===== src/rtl/siso_seq_pkg.sv =====
// Shared types, default parameters and sequence-length helper for the
// SISO nibble delay-line pulse sequencer.
package siso_seq_pkg;

    typedef enum logic [3:0] {
        IDLE,
        SETUP,
        P0,
        G0,
        P1,
        G1,
        P2,
        G2,
        P3,
        G3
    } seq_state_t;

    typedef logic [3:0] nibble_t;

    localparam int DEF_PULSE_W = 1;
    localparam int DEF_GAP_W   = 1;
    localparam int DEF_DEPTH   = 48;

    // Accept-to-accept period: one IDLE cycle, one SETUP cycle, four pulse+gap pairs.
    function automatic int seq_len(input int pulse_w, input int gap_w);
        return 2 + 4 * (pulse_w + gap_w);
    endfunction

    localparam int SEQ_LEN = seq_len(DEF_PULSE_W, DEF_GAP_W);

endpackage


===== src/rtl/siso_seq_if.sv =====
// Nibble stream interface: push side (valid/ready) and delayed output strobe.
interface siso_seq_if;
    import siso_seq_pkg::*;

    nibble_t in_data;
    logic    in_valid;
    logic    in_ready;
    nibble_t out_data;
    logic    out_valid;

    modport master (
        output in_data,
        output in_valid,
        input  in_ready,
        input  out_data,
        input  out_valid
    );

    modport slave (
        input  in_data,
        input  in_valid,
        output in_ready,
        output out_data,
        output out_valid
    );

endinterface


===== src/rtl/siso_phase_timer.sv =====
// Loadable down-counter shared by all pulse and gap phases; done while at zero.
module siso_phase_timer #(
    parameter int W = 1
) (
    input  logic         clk,
    input  logic         rst_n,
    input  logic         load,
    input  logic [W-1:0] load_val,
    output logic         done
);

    logic [W-1:0] count;

    always_ff @(posedge clk or negedge rst_n) begin
        if (!rst_n) begin
            count <= '0;
        end else if (load) begin
            count <= load_val;
        end else if (count != '0) begin
            count <= count - 1'b1;
        end
    end

    assign done = (count == '0);

endmodule


===== src/rtl/siso_pulse_sequencer.sv =====
// Drives one nibble per handshake into the mux-latch SISO array with four ordered
// latch pulses and samples the nibble leaving it. Optional drain: SISO_SEQ_FLUSH_EN.
module siso_pulse_sequencer
    import siso_seq_pkg::*;
#(
    parameter int PULSE_W = DEF_PULSE_W,
    parameter int GAP_W   = DEF_GAP_W,
    parameter int DEPTH   = DEF_DEPTH
) (
    input  logic                         clk,
    input  logic                         rst_n,
    siso_seq_if.slave                    bus,
`ifdef SISO_SEQ_FLUSH_EN
    input  logic                         flush,
`endif
    output nibble_t                      siso_in,
    input  nibble_t                      siso_out,
    output logic [3:0]                   latch,
    output logic [$clog2(DEPTH+1)-1:0]   fill
);

    localparam int TMAX = (PULSE_W > GAP_W) ? PULSE_W : GAP_W;
    localparam int TW   = $clog2(TMAX + 1);
    localparam int FW   = $clog2(DEPTH + 1);

    localparam logic [TW-1:0] PW_LD = TW'(PULSE_W - 1);
    localparam logic [TW-1:0] GW_LD = TW'(GAP_W - 1);
    localparam logic [FW-1:0] FULL  = FW'(DEPTH);

    seq_state_t    state;
    logic          tmr_load;
    logic          tmr_done;
    logic [TW-1:0] tmr_val;
    logic          accept;

`ifdef SISO_SEQ_FLUSH_EN
    logic flush_active;
    logic seq_flush;
    logic flush_go;

    // Once started, draining continues on its own until the array is empty.
    assign flush_go     = (flush | flush_active) && (fill != '0);
    assign bus.in_ready = (state == IDLE) && !flush_go;
`else
    assign bus.in_ready = (state == IDLE);
`endif

    assign accept = bus.in_valid & bus.in_ready;

    // Reload on every pulse/gap entry: SETUP and Gk lead into a pulse, Pk into a gap.
    always_comb begin
        tmr_load = 1'b0;
        tmr_val  = PW_LD;
        case (state)
            SETUP:          tmr_load = 1'b1;
            P0, P1, P2, P3: begin
                tmr_load = tmr_done;
                tmr_val  = GW_LD;
            end
            G0, G1, G2:     tmr_load = tmr_done;
            default:        ;
        endcase
    end

    siso_phase_timer #(
        .W(TW)
    ) u_timer (
        .clk      (clk),
        .rst_n    (rst_n),
        .load     (tmr_load),
        .load_val (tmr_val),
        .done     (tmr_done)
    );

    always_ff @(posedge clk or negedge rst_n) begin
        if (!rst_n) begin
            state         <= IDLE;
            latch         <= '0;
            fill          <= '0;
            siso_in       <= '0;
            bus.out_data  <= '0;
            bus.out_valid <= 1'b0;
`ifdef SISO_SEQ_FLUSH_EN
            flush_active  <= 1'b0;
            seq_flush     <= 1'b0;
`endif
        end else begin
            bus.out_valid <= 1'b0;
            case (state)
                IDLE: begin
`ifdef SISO_SEQ_FLUSH_EN
                    if (flush_go) begin
                        siso_in       <= '0;
                        bus.out_data  <= siso_out;
                        bus.out_valid <= 1'b1;
                        seq_flush     <= 1'b1;
                        flush_active  <= 1'b1;
                        state         <= SETUP;
                    end else
`endif
                    if (accept) begin
                        // siso_out still holds the oldest nibble: the shift has not started.
                        siso_in       <= bus.in_data;
                        bus.out_data  <= siso_out;
                        bus.out_valid <= (fill == FULL);
`ifdef SISO_SEQ_FLUSH_EN
                        seq_flush     <= 1'b0;
`endif
                        state         <= SETUP;
                    end
                end
                SETUP: begin
                    state <= P0;
                    latch <= 4'b0001;
                end
                P0: if (tmr_done) begin
                    state <= G0;
                    latch <= '0;
                end
                G0: if (tmr_done) begin
                    state <= P1;
                    latch <= 4'b0010;
                end
                P1: if (tmr_done) begin
                    state <= G1;
                    latch <= '0;
                end
                G1: if (tmr_done) begin
                    state <= P2;
                    latch <= 4'b0100;
                end
                P2: if (tmr_done) begin
                    state <= G2;
                    latch <= '0;
                end
                G2: if (tmr_done) begin
                    state <= P3;
                    latch <= 4'b1000;
                end
                P3: if (tmr_done) begin
                    state <= G3;
                    latch <= '0;
                end
                G3: if (tmr_done) begin
                    state <= IDLE;
`ifdef SISO_SEQ_FLUSH_EN
                    if (seq_flush) begin
                        fill <= fill - 1'b1;
                        if (fill == FW'(1)) flush_active <= 1'b0;
                    end else
`endif
                    if (fill != FULL) fill <= fill + 1'b1;
                end
                default: begin
                    state <= IDLE;
                    latch <= '0;
                end
            endcase
        end
    end

endmodule

===== src/flat_wrapper.sv =====
// flat-port wrapper written by rule: the top's interface ports become plain ports
module siso_pulse_sequencer_flat import siso_seq_pkg::*;
#(
    parameter int PULSE_W = DEF_PULSE_W,
    parameter int GAP_W   = DEF_GAP_W,
    parameter int DEPTH   = DEF_DEPTH
)
  (clk, rst_n, siso_in, siso_out, latch, fill, bus_in_data, bus_in_valid, bus_in_ready, bus_out_data, bus_out_valid);
  siso_seq_if bus_i ();
  input  logic clk;
  input  logic rst_n;
  output nibble_t siso_in;
  input  nibble_t siso_out;
  output logic [3:0] latch;
  output logic [$clog2(DEPTH+1)-1:0] fill;
  input wire logic [$bits(bus_i.in_data)-1:0] bus_in_data;
  input wire logic [$bits(bus_i.in_valid)-1:0] bus_in_valid;
  output wire logic [$bits(bus_i.in_ready)-1:0] bus_in_ready;
  output wire logic [$bits(bus_i.out_data)-1:0] bus_out_data;
  output wire logic [$bits(bus_i.out_valid)-1:0] bus_out_valid;
  assign bus_i.in_data = bus_in_data;
  assign bus_i.in_valid = bus_in_valid;
  assign bus_in_ready = bus_i.in_ready;
  assign bus_out_data = bus_i.out_data;
  assign bus_out_valid = bus_i.out_valid;
  siso_pulse_sequencer #(.PULSE_W(PULSE_W), .GAP_W(GAP_W), .DEPTH(DEPTH)) u_core (.clk(clk), .rst_n(rst_n), .bus(bus_i), .siso_in(siso_in), .siso_out(siso_out), .latch(latch), .fill(fill));
endmodule

===== config.mk =====
export PLATFORM = sky130hd
export DESIGN_NAME = siso_pulse_sequencer_flat
export DESIGN_NICKNAME = d
export VERILOG_FILES = /design/src/rtl/siso_seq_pkg.sv /design/src/rtl/siso_seq_if.sv /design/src/rtl/siso_phase_timer.sv /design/src/rtl/siso_pulse_sequencer.sv /design/src/flat_wrapper.sv
export SDC_FILE = /design/constraint.sdc
export NUM_CORES = 1
export LEC_CHECK = 0
export ABC_AREA = 0
export CAP_MARGIN = 20
export CELL_PAD_IN_SITES_DETAIL_PLACEMENT = 1
export CELL_PAD_IN_SITES_GLOBAL_PLACEMENT = 1
export CORE_ASPECT_RATIO = 1.75
export CORE_MARGIN = 5
export CORE_UTILIZATION = 32
export DETAILED_ROUTE_END_ITERATION = 12
export PLACE_DENSITY_LB_ADDON = 0.1
export SLEW_MARGIN = 10
export SYNTH_ARGS = -nofsm -noshare
export SYNTH_HDL_FRONTEND = slang
export SYNTH_SLANG_ARGS = --single-unit
export TNS_END_PERCENT = 100

===== constraint.sdc =====
create_clock -name clk -period 1.5 [get_ports clk]
set_clock_uncertainty 0.15 [all_clocks]
set_input_delay 0.3 -clock clk [delete_from_list [all_inputs] [get_ports clk]]
set_output_delay 0.3 -clock clk [all_outputs]
set_load 0.02 [all_outputs]

# [Word level (Yosys, flattened, before mapping)]
# Cells that the tools add are included.
[totals] ff_bits=24 output_inout_bits=20 elab_cells=58
[classes] n_addsub=2 eq_ne=21 muxes=17 n_bitwise=3 n_reduce_logical=8
[op_table] cell="two-way mux 4 bit" n=10
[op_table] cell="case mux 4 bit (10 select lines)" n=1
[op_table] cell="case mux 4 bit (6 select lines)" n=1
[op_table] cell="!= test 2 bit (second input constant)" n=10
[op_table] cell="equality test 4 x 3 -> 1 bit (second input constant)" n=4
[op_table] cell="AND reduction 9 bit" n=1
[op_table] cell="equality test 4 x 2 -> 1 bit (second input constant)" n=2
[op_table] cell="equality test 4 bit (second input constant)" n=2
[op_table] cell="OR reduction 7 bit" n=1
[op_table] cell="adder 6 x 1 -> 6 bit (second input constant)" n=1
[op_table] cell="equality test 6 bit (second input constant)" n=1
[op_table] cell="!= test 6 bit (second input constant)" n=1
[op_table] cell="AND reduction 5 bit" n=1
[op_table] cell="equality test 4 x 1 -> 1 bit (second input constant)" n=1
[op_table] cell="zero test 4 bit" n=1
[op_table] cell="two-way mux 1 bit" n=4
[op_table] cell="OR reduction 4 bit" n=1
[op_table] cell="AND reduction 3 bit" n=1
[op_table] cell="NOT 1 bit" n=2
[op_table] cell="case mux 1 bit (2 select lines)" n=1
[op_table] cell="AND reduction 2 bit" n=1
[op_table] cell="OR reduction 2 bit" n=1
[op_table] cell="AND 1 bit" n=1
[op_table] cell="subtractor 1 bit (second input constant)" n=1

# [Logic depth before layout (Yosys ltp)]
[logic_depth] word_depth=4 mapped_depth=5 ltp_nobuf=5

# [Modules after synthesis]
# A second synthesis with hierarchy kept.
[unflattened] hier_cells=101 hier_area_um2=1156.1
[modules_own_cells] mod="siso_pulse_sequencer" instances=1 cells_each=98 area_per_inst_um2=1121.1 seq_area_each_um2=575.6
[modules_own_cells] mod="siso_phase_timer" instances=1 cells_each=3 area_per_inst_um2=35.0 seq_area_each_um2=25.0

# [Least setup slack after synthesis]
# No wires, ideal clock.
[synth_timing] path_type="flip-flop to flip-flop" start="reg u_core.fill[0]" end="reg u_core.fill[1]" setup_time_ns=0.125 arrival_time_ns=1.321 required_ns=1.225 path_slack_ns=-0.096 path_stages_with_launch=6 path_buffers=0 cell_sequence="dfrtp_1 inv_1 ha_1 nand3_1 o21a_1 mux2_2"
[synth_via] elab_chain_cells=2
[synth_lines] element="start, declared" line="siso_pulse_sequencer.sv:19" source="output logic [$clog2(DEPTH+1)-1:0] fill"
[synth_lines] element="start signal, assigned" line="siso_pulse_sequencer.sv:152" source="if (fill != FULL) fill <= fill + 1'b1;"
[synth_lines] element="parallel branches: the longest is 2 deep, another holds adder 6 x 1 -> 6 bit"
# Several ways; the timed one is not identified.
# A chain may end at the register's enable or synchronous reset.

# [Worst setup path in the final report]
[layout_timing] start="reg u_core.state[0]" end="out bus_in_ready"
[layout_via] elab_chain_cells=1
[layout_lines] element="start, declared" line="siso_pulse_sequencer.sv:30" source="seq_state_t state;"
[layout_lines] element="start signal, assigned" line="siso_pulse_sequencer.sv:77" source="state <= IDLE;"
[layout_lines] element="start signal, assigned" line="siso_pulse_sequencer.sv:109" source="state <= SETUP;"
[layout_lines] element="start signal, assigned" line="siso_pulse_sequencer.sv:113" source="state <= P0;"
[layout_lines] element="zero test 4 bit" line="siso_pulse_sequencer.sv:45" source="assign bus.in_ready = (state == IDLE);"
[layout_lines] element="end, declared" line="flat_wrapper.sv:18" source="output wire logic [$bits(bus_i.in_ready)-1:0] bus_in_ready;"
# No other way between the ends.

==> impl_metrics.env <==
export IMPL_fp_row_count=27
export IMPL_synthDistinctLibCells=32
export IMPL_path_class="reg -> out"
export IMPL_ys_warn_count=0
export IMPL_start_util_pct=33.33
export IMPL_maxCapViolCount=0
export IMPL_fillCellCount=382
export IMPL_cp_end_kind="output pin"
export IMPL_crit_path_max_incr_delay_ns=0.41
export IMPL_switching_share_pct=39.24
export IMPL_dr_pass1_iters=2
export IMPL_ant_nets=0
export IMPL_synth_seq_cells=23
export IMPL_regArea_um2=579.3
export IMPL_grt_overflow_total=0
export IMPL_cp_max_fo=2
export IMPL_hold_ws_ns=0.2336
export IMPL_combPwrFrac_pct=54.5
export IMPL_cts_tree="yes"
export IMPL_vias=868
export IMPL_cp_startpoint="u_core.state[0]"
export IMPL_antenna_found_initial=0
export IMPL_numClockSinks=23
export IMPL_synth_area_leader_cell="dfrtp_1"
export IMPL_place_congestion=0.7182
export IMPL_hold_path_class="in -> async"
export IMPL_synth_area_um2=1059
export IMPL_avgSynthCellArea_um2=11.89
export IMPL_grt_pass1_vias=952
export IMPL_p_switching_mw=1.207
export IMPL_rr_startpoint="u_core.state[2]"
export IMPL_die_h_um=86.09
export IMPL_coreArea_um2=3176
export IMPL_reg2reg_slack_ns=-0.11
export IMPL_htreeDepth=1
export IMPL_yosys_cell_count_top_type="dfrtp_1"
export IMPL_p_leak_nw=0.7654
export IMPL_critPathCapture="bus_in_ready"
export IMPL_io_pins=31
export IMPL_io_buffers=30
export IMPL_wl_um=2776
export IMPL_vdd_drop_max_v=0.0009814
export IMPL_area_growth_syn_to_layout_pct=55.56
export IMPL_min_period_ns=1.637
export IMPL_fmax_ghz=0.6109
export IMPL_cp_num_buf_inv=1
export IMPL_cts_buffer_depth=2
export IMPL_fin_util_pct=51.85
export IMPL_ys_top_cells_by_area="dfrtp_1 (54%), mux2_2 (9.6%), xnor2_1 (4.1%)"
export IMPL_wl_per_cell_um=15.34
export IMPL_drcViolationCount=0
export IMPL_crit_path_top_delay_cell="dfrtp_1"
export IMPL_worst_pin_slew_ns=0.2678
export IMPL_outcome="finished, violations left"
export IMPL_drive_gt1_share_pct=34.78
export IMPL_grt_pass1_wl_um=4457
export IMPL_final_area_um2=1647
export IMPL_power_density_nw_per_um2=1869
export IMPL_num_antenna_cells=0
export IMPL_first_iter_violations=7
export IMPL_report_final_hold_viol_count=0
export IMPL_drv_slew=0
export IMPL_rsz0062_at_grt="true"
export IMPL_multi_input_area_um2=505.5
export IMPL_cts_buffers_inserted=3
export IMPL_yosys_top_cells_count="dfrtp_1 (23), mux2_2 (9), nor2_1 (5), xnor2_1 (5), inv_1 (4)"
export IMPL_grt_max_degree=24
export IMPL_synth_cells=89
export IMPL_async_reset_ff_share_pct=100.0
export IMPL_setup_violations=11
export IMPL_r2r_end="u_core.fill[1]"
export IMPL_die_area_um2=4603
export IMPL_dpl_instance_area_um2=1505
export IMPL_power_mw=3.077
export IMPL_grt_use_total_pct=13.36
export IMPL_clockPowerShare_pct=12.5
export IMPL_clockRootBuffer="clkbuf_8"
export IMPL_cp_required_ns=1.05
export IMPL_power_frac_seq_pct=33.0
export IMPL_slew_headroom_pct=81.98
export IMPL_violations="setup timing"
export IMPL_power_internal_mw=1.870
export IMPL_ys_seq_area_share_pct=54.37
export IMPL_hold_buffers=0
export IMPL_synth_top_area_share_pct=54.37
export IMPL_layout_setup_ws_ns=-0.1370
export IMPL_cpLargestDelayFamily="flip-flops"
export IMPL_die_w_um=53.48
export IMPL_reg2regPathDepth=4
export IMPL_crit_path_start_kind="register"
export IMPL_syn_nets=102
export IMPL_fin_nets=152
export IMPL_vias_per_cell=4.796
export IMPL_crit_chain="nor4_4 > buf_4"
export IMPL_ys_flop_type="dfrtp_1"
export IMPL_cp_arrival_ns=1.19
export IMPL_hpwl_um=1969
export IMPL_worstSkewPairLatency_ns=0.26
export IMPL_place_ws_ns=-0.3218
export IMPL_synth_edf_count=0
export IMPL_cp_depth=2
export IMPL_post_route_period_util_pct=109.1
export IMPL_clkTransAtPathRegs_ns=0.08
power groups by stage:
stage | clock [mW] | sequential (mW) | combinational, mW
2_1_floorplan | 0 | 1.25 | 0.641
3_3_place_gp | 0 | 1.02 | 1.52
3_5_place_dp | 0 | 1.04 | 1.56
4_1_cts | 0.399 | 1.03 | 1.53
5_1_grt | 0.427 | 1.06 | 1.81
6_report | 0.384 | 1.02 | 1.68
repair_timing:
| item | CTS | global route |
|---|---|---|
| pin swaps | 1 | 1 |
| setup buffers | 3 | 3 |
| gates resized for setup | 33 | 14 |
| endpoints found under the setup margin | 33 | 21 |
registers in the layout, indices dropped and copies added (netlist names):
register and count:
u_core.state 4, u_core.siso_in 4, u_core.bus.out_data 4, u_core.latch 4, u_core.bus.out_valid 1, u_core.fill 6
worst min path at each step:
stage | to | start | cells after the start | slack (ns)
floorplan | u_core.bus.out_data[0] | rst_n | 0 | -0.15
global placement | u_core.bus.out_data[3] | u_core.bus.out_data[3] | 1 | 0.34
detailed placement | u_core.bus.out_data[2] | u_core.bus.out_data[2] | 1 | 0.35
CTS | u_core.fill[4] | rst_n | 2 | 0.23
global route | u_core.latch[0] | rst_n | 2 | 0.25
finish | u_core.fill[4] | rst_n | 2 | 0.23
worst register-to-register path, delay by kind of cell, from the launching register on:
family | cells | cell delay, ns
AOI/OAI and AO/OA | 1 | 0.16
and+or+nand+nor | 1 | 0.29
muxes | 1 | 0.33
buffers and inverters | 1 | 0.14
DFF | 1 | 0.43
routing by layer:
metal  global-route usage (%)  vias to the layer above  wire length [um]
met5                        0                        -                 0
met4                    6.512                        0                41
met3                    2.783                        4               128
met2                    24.36                       23              1650
met1                    13.62                      433               957
li1                         -                      408                 -
stage by stage:
stage,std cells,setup TNS [ns]
2_1_floorplan,89,-0.7150
3_3_place_gp,171,-0.7222
3_5_place_dp,171,-1.144
4_1_cts,178,-0.7133
5_1_grt,181,-1.560
6_report,181,-0.5614
layout make-up:
cell class / count / area share [%]
Timing Repair Buffer: 49 / 27.20
Sequential cell: 23 / 35.18
Inverter: 4 / 0.9119
Clock buffer: 4 / 2.736
Multi-Input combinational cell: 58 / 30.70
Tap cell: 43 / 3.267
placed cells by master, fill, tap and decap left out, types with 2 or more instances in the layout:
cell and instances:
a21oi_1 3, and3b_1 2, buf_4 14, buf_6 5, clkbuf_8 3, clkdlybuf4s50_1 10, dfrtp_1 20, dfrtp_2 3
dlygate4sd2_1 16, inv_1 3, mux2_2 9, nand2_1 3, nand4_1 2, nor2_1 5, nor3_1 2, nor4_1 2
o21ai_0 2, xnor2_1 4
cell families (layout without fill, tap and decap cells):
kind of cell | after synthesis | in the layout | synth area share (%)
AND/OR/NAND/NOR | 29 | 29 | 18.09
multiplexers | 9 | 9 | 9.575
adder cells (fa/ha/maj) | 3 | 3 | 3.309
flip-flops | 23 | 23 | 54.37
buffers and inverters | 8 | 57 | 3.190
AO/OA/AOI/OAI | 11 | 11 | 6.502
XOR/XNOR | 6 | 6 | 4.965
(Power assumes the default switching activity.)
